===== src/rtl/input_conditioner_pkg.sv =====
// Shared constants, longpress state encoding and width helpers for the
// board input conditioner.
package input_cond_pkg;

    localparam int DEF_N_BTN            = 4;
    localparam int DEF_N_SW             = 4;
    localparam int DEF_DEBOUNCE_CYCLES  = 500000;
    localparam int DEF_LONGPRESS_CYCLES = 150000000;
    localparam int DEF_RST_PULSE_CYCLES = 64;

    typedef logic [1:0] lp_state_t;
    localparam lp_state_t LP_IDLE     = 2'd0;
    localparam lp_state_t LP_COUNT    = 2'd1;
    localparam lp_state_t LP_FIRE     = 2'd2;
    localparam lp_state_t LP_WAIT_REL = 2'd3;

    typedef struct packed {
        logic level;   // debounced (accepted) value
        logic sample;  // synchronised pin value
        logic accept;  // sample is taken into level on this edge
    } deb_out_t;

    function automatic int cnt_width(input int n);
        return (n > 1) ? $clog2(n) : 1;
    endfunction

    function automatic int max_int(input int a, input int b);
        return (a > b) ? a : b;
    endfunction

endpackage


===== src/rtl/input_conditioner_debounce.sv =====
// One-bit two-flop synchroniser plus debouncer; a new value is taken only
// after it has been seen for DEBOUNCE_CYCLES consecutive samples.
module debounce_bit
    import input_cond_pkg::*;
#(
    parameter int   DEBOUNCE_CYCLES = DEF_DEBOUNCE_CYCLES,
    parameter logic RESET_VAL       = 1'b0
) (
    input  logic     clk,
    input  logic     rst_n,
    input  logic     din,
    output deb_out_t dout
);
    localparam int            CW       = cnt_width(DEBOUNCE_CYCLES);
    localparam logic [CW-1:0] CNT_LAST = CW'(DEBOUNCE_CYCLES - 1);

    logic          sync1, sync2, q;
    logic [CW-1:0] cnt;
    logic          differ, accept;

    always_ff @(posedge clk or negedge rst_n) begin
        if (!rst_n) begin
            sync1 <= RESET_VAL;
            sync2 <= RESET_VAL;
        end else begin
            sync1 <= din;
            sync2 <= sync1;
        end
    end

    assign differ = (sync2 != q);
    assign accept = differ && (cnt == CNT_LAST);

    // Any return to the stable value restarts the qualification window.
    always_ff @(posedge clk or negedge rst_n) begin
        if (!rst_n) begin
            q   <= RESET_VAL;
            cnt <= '0;
        end else if (!differ) begin
            cnt <= '0;
        end else if (accept) begin
            q   <= sync2;
            cnt <= '0;
        end else begin
            cnt <= cnt + 1'b1;
        end
    end

    assign dout = '{level: q, sample: sync2, accept: accept};

endmodule


===== src/rtl/input_conditioner.sv =====
// Conditions KEY/SW pins for the PIOs: debounce, edge pulses, and a
// long-press detector that issues a timed HPS warm-reset request.
module input_conditioner
    import input_cond_pkg::*;
#(
    parameter int N_BTN            = DEF_N_BTN,
    parameter int N_SW             = DEF_N_SW,
    parameter int DEBOUNCE_CYCLES  = DEF_DEBOUNCE_CYCLES,
    parameter int LONGPRESS_CYCLES = DEF_LONGPRESS_CYCLES,
    parameter int RST_PULSE_CYCLES = DEF_RST_PULSE_CYCLES,
    parameter int LONGPRESS_BTN    = 0
) (
    input  logic             clk_clk,
    input  logic             reset_reset_n,
    input  logic [N_BTN-1:0] key_n_in,
    input  logic [N_SW-1:0]  sw_in,
    output logic [N_BTN-1:0] btn_pio_out,
    output logic [N_BTN-1:0] btn_press_pulse,
    output logic [N_SW-1:0]  sw_pio_out,
    output logic [N_SW-1:0]  sw_change_pulse,
    output logic             warm_rst_req_n
);
    localparam int            CW       = cnt_width(DEBOUNCE_CYCLES);
    localparam logic [CW-1:0] DEB_LAST = CW'(DEBOUNCE_CYCLES - 1);
    localparam int            LW       = cnt_width(max_int(LONGPRESS_CYCLES, RST_PULSE_CYCLES));
    localparam logic [LW-1:0] LP_LAST  = LW'(LONGPRESS_CYCLES - 1);
    localparam logic [LW-1:0] RP_LAST  = LW'(RST_PULSE_CYCLES - 1);

    logic [N_BTN-1:0] btn_acc, btn_smp;
    logic [N_SW-1:0]  sw_acc, sw_primed;

    for (genvar i = 0; i < N_BTN; i++) begin : g_btn
        deb_out_t d;
        debounce_bit #(
            .DEBOUNCE_CYCLES(DEBOUNCE_CYCLES),
            .RESET_VAL      (1'b1)
        ) u_deb (
            .clk  (clk_clk),
            .rst_n(reset_reset_n),
            .din  (key_n_in[i]),
            .dout (d)
        );
        assign btn_pio_out[i] = d.level;
        assign btn_acc[i]     = d.accept;
        assign btn_smp[i]     = d.sample;
    end

    for (genvar j = 0; j < N_SW; j++) begin : g_sw
        deb_out_t      d;
        logic          primed;
        logic [CW-1:0] pcnt;
        debounce_bit #(
            .DEBOUNCE_CYCLES(DEBOUNCE_CYCLES),
            .RESET_VAL      (1'b0)
        ) u_deb (
            .clk  (clk_clk),
            .rst_n(reset_reset_n),
            .din  (sw_in[j]),
            .dout (d)
        );
        // Primed once the switch has either been accepted or sat settled for
        // a full debounce window; until then changes raise no pulse.
        always_ff @(posedge clk_clk or negedge reset_reset_n) begin
            if (!reset_reset_n) begin
                primed <= 1'b0;
                pcnt   <= '0;
            end else if (!primed) begin
                if (d.accept)
                    primed <= 1'b1;
                else if (d.sample != d.level)
                    pcnt <= '0;
                else if (pcnt == DEB_LAST)
                    primed <= 1'b1;
                else
                    pcnt <= pcnt + 1'b1;
            end
        end
        assign sw_pio_out[j] = d.level;
        assign sw_acc[j]     = d.accept;
        assign sw_primed[j]  = primed;
    end

    always_ff @(posedge clk_clk or negedge reset_reset_n) begin
        if (!reset_reset_n) begin
            btn_press_pulse <= '0;
            sw_change_pulse <= '0;
        end else begin
            btn_press_pulse <= btn_acc & ~btn_smp;
            sw_change_pulse <= sw_acc & sw_primed;
        end
    end

    lp_state_t     state, state_d;
    logic [LW-1:0] lp_cnt, lp_cnt_d;
    logic          warm_d;
    logic          lp_pressed;

    assign lp_pressed = ~btn_pio_out[LONGPRESS_BTN];

    always_ff @(posedge clk_clk or negedge reset_reset_n) begin
        if (!reset_reset_n) begin
            state          <= LP_IDLE;
            lp_cnt         <= '0;
            warm_rst_req_n <= 1'b1;
        end else begin
            state          <= state_d;
            lp_cnt         <= lp_cnt_d;
            warm_rst_req_n <= warm_d;
        end
    end

    // lp_cnt times the hold in COUNT and the pulse width in FIRE.
    always_comb begin
        state_d  = state;
        lp_cnt_d = lp_cnt;
        case (state)
            LP_IDLE: begin
                if (lp_pressed) begin
                    state_d  = LP_COUNT;
                    lp_cnt_d = '0;
                end
            end
            LP_COUNT: begin
                if (!lp_pressed) begin
                    state_d = LP_IDLE;
                end else if (lp_cnt == LP_LAST) begin
                    state_d  = LP_FIRE;
                    lp_cnt_d = '0;
                end else begin
                    lp_cnt_d = lp_cnt + 1'b1;
                end
            end
            LP_FIRE: begin
                if (lp_cnt == RP_LAST)
                    state_d = LP_WAIT_REL;
                else
                    lp_cnt_d = lp_cnt + 1'b1;
            end
            LP_WAIT_REL: begin
                if (!lp_pressed)
                    state_d = LP_IDLE;
            end
            default: state_d = LP_IDLE;
        endcase
    end

    always_comb begin
        warm_d = (state_d != LP_FIRE);
    end

endmodule

===== config.mk =====
export PLATFORM = sky130hd
export DESIGN_NAME = input_conditioner
export DESIGN_NICKNAME = d
export VERILOG_FILES = /design/src/rtl/input_conditioner_pkg.sv /design/src/rtl/input_conditioner_debounce.sv /design/src/rtl/input_conditioner.sv
export SDC_FILE = /design/constraint.sdc
export NUM_CORES = 1
export LEC_CHECK = 0
export ABC_AREA = 0
export BUFFER_PORTS_ARGS = -buffer_cell sky130_fd_sc_hd__buf_2
export CORE_MARGIN = 5
export CORE_UTILIZATION = 57
export CTS_CLUSTER_DIAMETER = 150
export DETAILED_ROUTE_END_ITERATION = 12
export GPL_TIMING_DRIVEN = 0
export MAX_ROUTING_LAYER = met4
export PLACE_DENSITY = 0.83
export SKIP_LAST_GASP = 1
export SYNTH_ARGS = -nofsm -noshare
export SYNTH_HDL_FRONTEND = slang
export SYNTH_SLANG_ARGS = --single-unit

===== constraint.sdc =====
create_clock -name clk_clk -period 2.41 [get_ports clk_clk]
set_input_delay 0.482 -clock clk_clk [delete_from_list [all_inputs] [get_ports clk_clk]]
set_output_delay 0.482 -clock clk_clk [all_outputs]
set_load 0.05 [all_outputs]

==> impl_metrics.tcl <==
set metrics [dict create \
    syn_avg_cell_area_um2 9.50 \
    cts-root-buf "clkbuf_16" \
    area_growth_pct 14.0 \
    cp_num_buf_inv 2 \
    wl_per_cell_um 15.7 \
    clock_path_buffers 3 \
    drc_errors 0 \
    fin_worst_skew_ns 0.0155 \
    start_kind "flop" \
    synth.distinct_cells 70 \
    rsz0062_at_grt "true" \
    total_power_mw 10.9 \
    synth_cells 1628 \
    cts_buffers 34 \
    grt_overflow 0 \
    crit_path_end_kind "flop" \
    core_mm2 0.0269 \
    synth_fp_nets 1656 \
    synth_common_cells "dfrtp_1 (282), nor2_1 (202), nand2_1 (158)" \
    vdd_ir_drop_max_mv 0.827 \
    drive_above_1_share_pct 12.4 \
    grt_pass1_vias 12200 \
    final_cells 2079 \
    path_class "reg -> reg" \
    finalHoldViolCount 23 \
    fin_nets 1743 \
    yosys_warnings 0 \
    dp.final_hpwl_um 21100 \
    cp_common_cell "or4_4" \
    async_flop_share_pct 100 \
    violations "negative hold slack, negative setup slack" \
    vias 12500 \
    drt_iter0_markers 1191 \
    antenna_found_initial 0 \
    die_h_um 175 \
    fmax_ghz 0.411 \
    clkLatencyLatePin_ns 0.51 \
    crit_start "g_sw[0].u_deb.cnt[10]" \
    die_w_um 175 \
    cp_data_arrival_time_ns 2.85 \
    io_pins 27 \
    fin_util_pct 65.6 \
    crit_family "simple AND/OR/NAND/NOR gates" \
    synthMostInstantiatedCell "dfrtp_1" \
    grt_util_all_layers_pct 21.6 \
    worst_hold_slack_ns -0.0298 \
    worst_slack_ns -0.0212 \
    leakage_nw 7.36 \
    gp_congestion 0.949 \
    crit_required_ns 2.83 \
    numPortBuffers 26 \
    synth-seq-cells 295 \
    min_path_type "in -> async" \
    wirelength_um 32700 \
    via_per_inst 5.99 \
    ys_seq_area_share_pct 47.8 \
    worstPathMaxFanout 8 \
    syn-cell-area_mm2 0.0155 \
    antenna_cells 0 \
    r2r-start "g_sw[0].u_deb.cnt[10]" \
    cpPeakStageDelay_ns 0.59 \
    ctsHoldBuffers 0 \
    dieArea_mm2 0.0305 \
    grt_pass1_wl_um 56100 \
    post-route-min-period_ns 2.43 \
    grt_max_degree 121 \
    synthFlopType "dfrtp_1" \
    cts_tree "yes" \
    core.rowCount 60 \
    status "finished, violations left" \
    yosys.area.top_type "dfrtp_1" \
    ant_nets 0 \
    clock_sinks 295 \
    synthTopCellsByArea "dfrtp_1 (46%), nor2_1 (4.9%), xor2_1 (4.3%)" \
    crit_path_cell_trace "or4_4 -> or4_4 -> o211ai_1 -> buf_4 -> clkbuf_16 -> nand2_2 -> mux2i_1" \
    pwr_density_cell_mw_per_mm2 618 \
    clk_transition_reported_paths_ns 0.06 \
    drv_cap 0 \
    final-setup-viol-count 4 \
    crit_path_top_delay_cell "or4_4" \
    tightest_slew_ns 0.756 \
    slew_violations 0 \
    dp.cells 1997 \
    start_util_pct 57.6 \
    slew_headroom_pct 49.3 \
    synth_top_area_share_pct 45.6 \
    synth_edf_count 0 \
    first_pass_iters 5 \
    period_share_pct 101 \
    cts_max_level 2 \
]
[through the flow]
| stage | setup WS [ns] | instance area, µm² | setup TNS, ns |
|---|---|---|---|
| 3_3_place_gp | -4.53 | 16000 | -1318.72 |
| 2_1_floorplan | 0.00714 | 15500 | 0 |
| 4_1_cts | 0.00284 | 17400 | 0 |
| 5_1_grt | -0.132 | 17600 | -1.99 |
| 6_report | -0.0212 | 17600 | -0.0462 |
| 3_5_place_dp | -0.455 | 16100 | -21.09 |
[state kept, by name (all words and copies together), names as in the netlist, 4 cells and up]
signal	flops
g_btn.u_deb.cnt	76
g_sw.u_deb.sync2	4
g_sw.u_deb.cnt	76
g_btn.u_deb.q	4
g_btn.u_deb.sync2	4
g_sw.pcnt	76
g_sw.u_deb.q	4
g_sw.primed	4
sw_change_pulse	4
lp_cnt	28
btn_press_pulse	4
g_btn.u_deb.sync1	4
g_sw.u_deb.sync1	4
[final cells by class]
cell class	instances	area, µm²
fillers	2105	9230
multi-input cells	1205	7670
flip-flops and latches	295	7400
clock buffers	46	957
well taps	341	427
repair buffers	53	408
plain buffers	67	360
inverters	59	221
clock inverters	13	198
[where the power goes]
part           internal (mW)  switching (mW)  total (mW)
combinational          0.138           0.282       0.420
sequential              5.05          0.0945        5.15
clock                   3.32            2.01        5.33
total                   8.51            2.38        10.9
[cells by family (layout without fill, tap and decap cells)]
kind of cell,Yosys count,count (layout),share of synthesized area [%]
xor gates and xnor gates,144,144,8.15
and+or+nand+nor,779,779,25.9
AOI/OAI and AO/OA,206,206,9.29
muxes,58,58,3.84
DFF,295,295,47.8
buffers and inverters,128,238,3.53
adders and majority gates,18,18,1.46
[routing by layer]
| metal | up-vias | GRT usage, % | share of wire, % |
|---|---|---|---|
| met1 | 6073 | 28.0 | 43 |
| met2 | 333 | 35.7 | 50 |
| li1 | 5972 | - | - |
| met4 | 0 | 6.28 | 2.1 |
| met3 | 73 | 3.27 | 4.8 |
| met5 | - | - | 0 |
[worst paths after layout]
path / end / slack, ns / cells after the start
worst max register to register: g_sw[0].pcnt[11] / -0.02 / 7
worst min-delay path: g_sw[1].u_deb.cnt[1] / -0.03 / 1
min in group clk_clk: g_btn[3].u_deb.sync1 / 0.07 / 1
worst min register to register: g_sw[0].u_deb.sync2 / 0.34 / 0
worst max-delay path: g_sw[0].pcnt[11] / -0.02 / 7
max in group asynchronous: g_btn[2].u_deb.cnt[16] / 1.06 / 3
[cell usage in the layout, fill, tap and decap left out, types with 37 or more instances in the layout]
cell type	netlist	routed
nand2b_1	39	38
nand2_1	158	150
nand4_1	62	62
mux2i_1	47	47
xor2_1	76	76
nor2_1	202	202
a21oi_1	41	41
xnor2_1	68	67
clkbuf_1	43	37
nand3_1	90	90
o211ai_1	37	37
inv_1	58	57
dfrtp_1	282	281
[repair_timing]
action,in CTS,in global routing
gates cloned,0,1
pin swaps,6,7
resized for setup,20,47
buffers inserted,9,15
endpoints found under the setup margin,117,116
(Power assumes the default switching activity.)
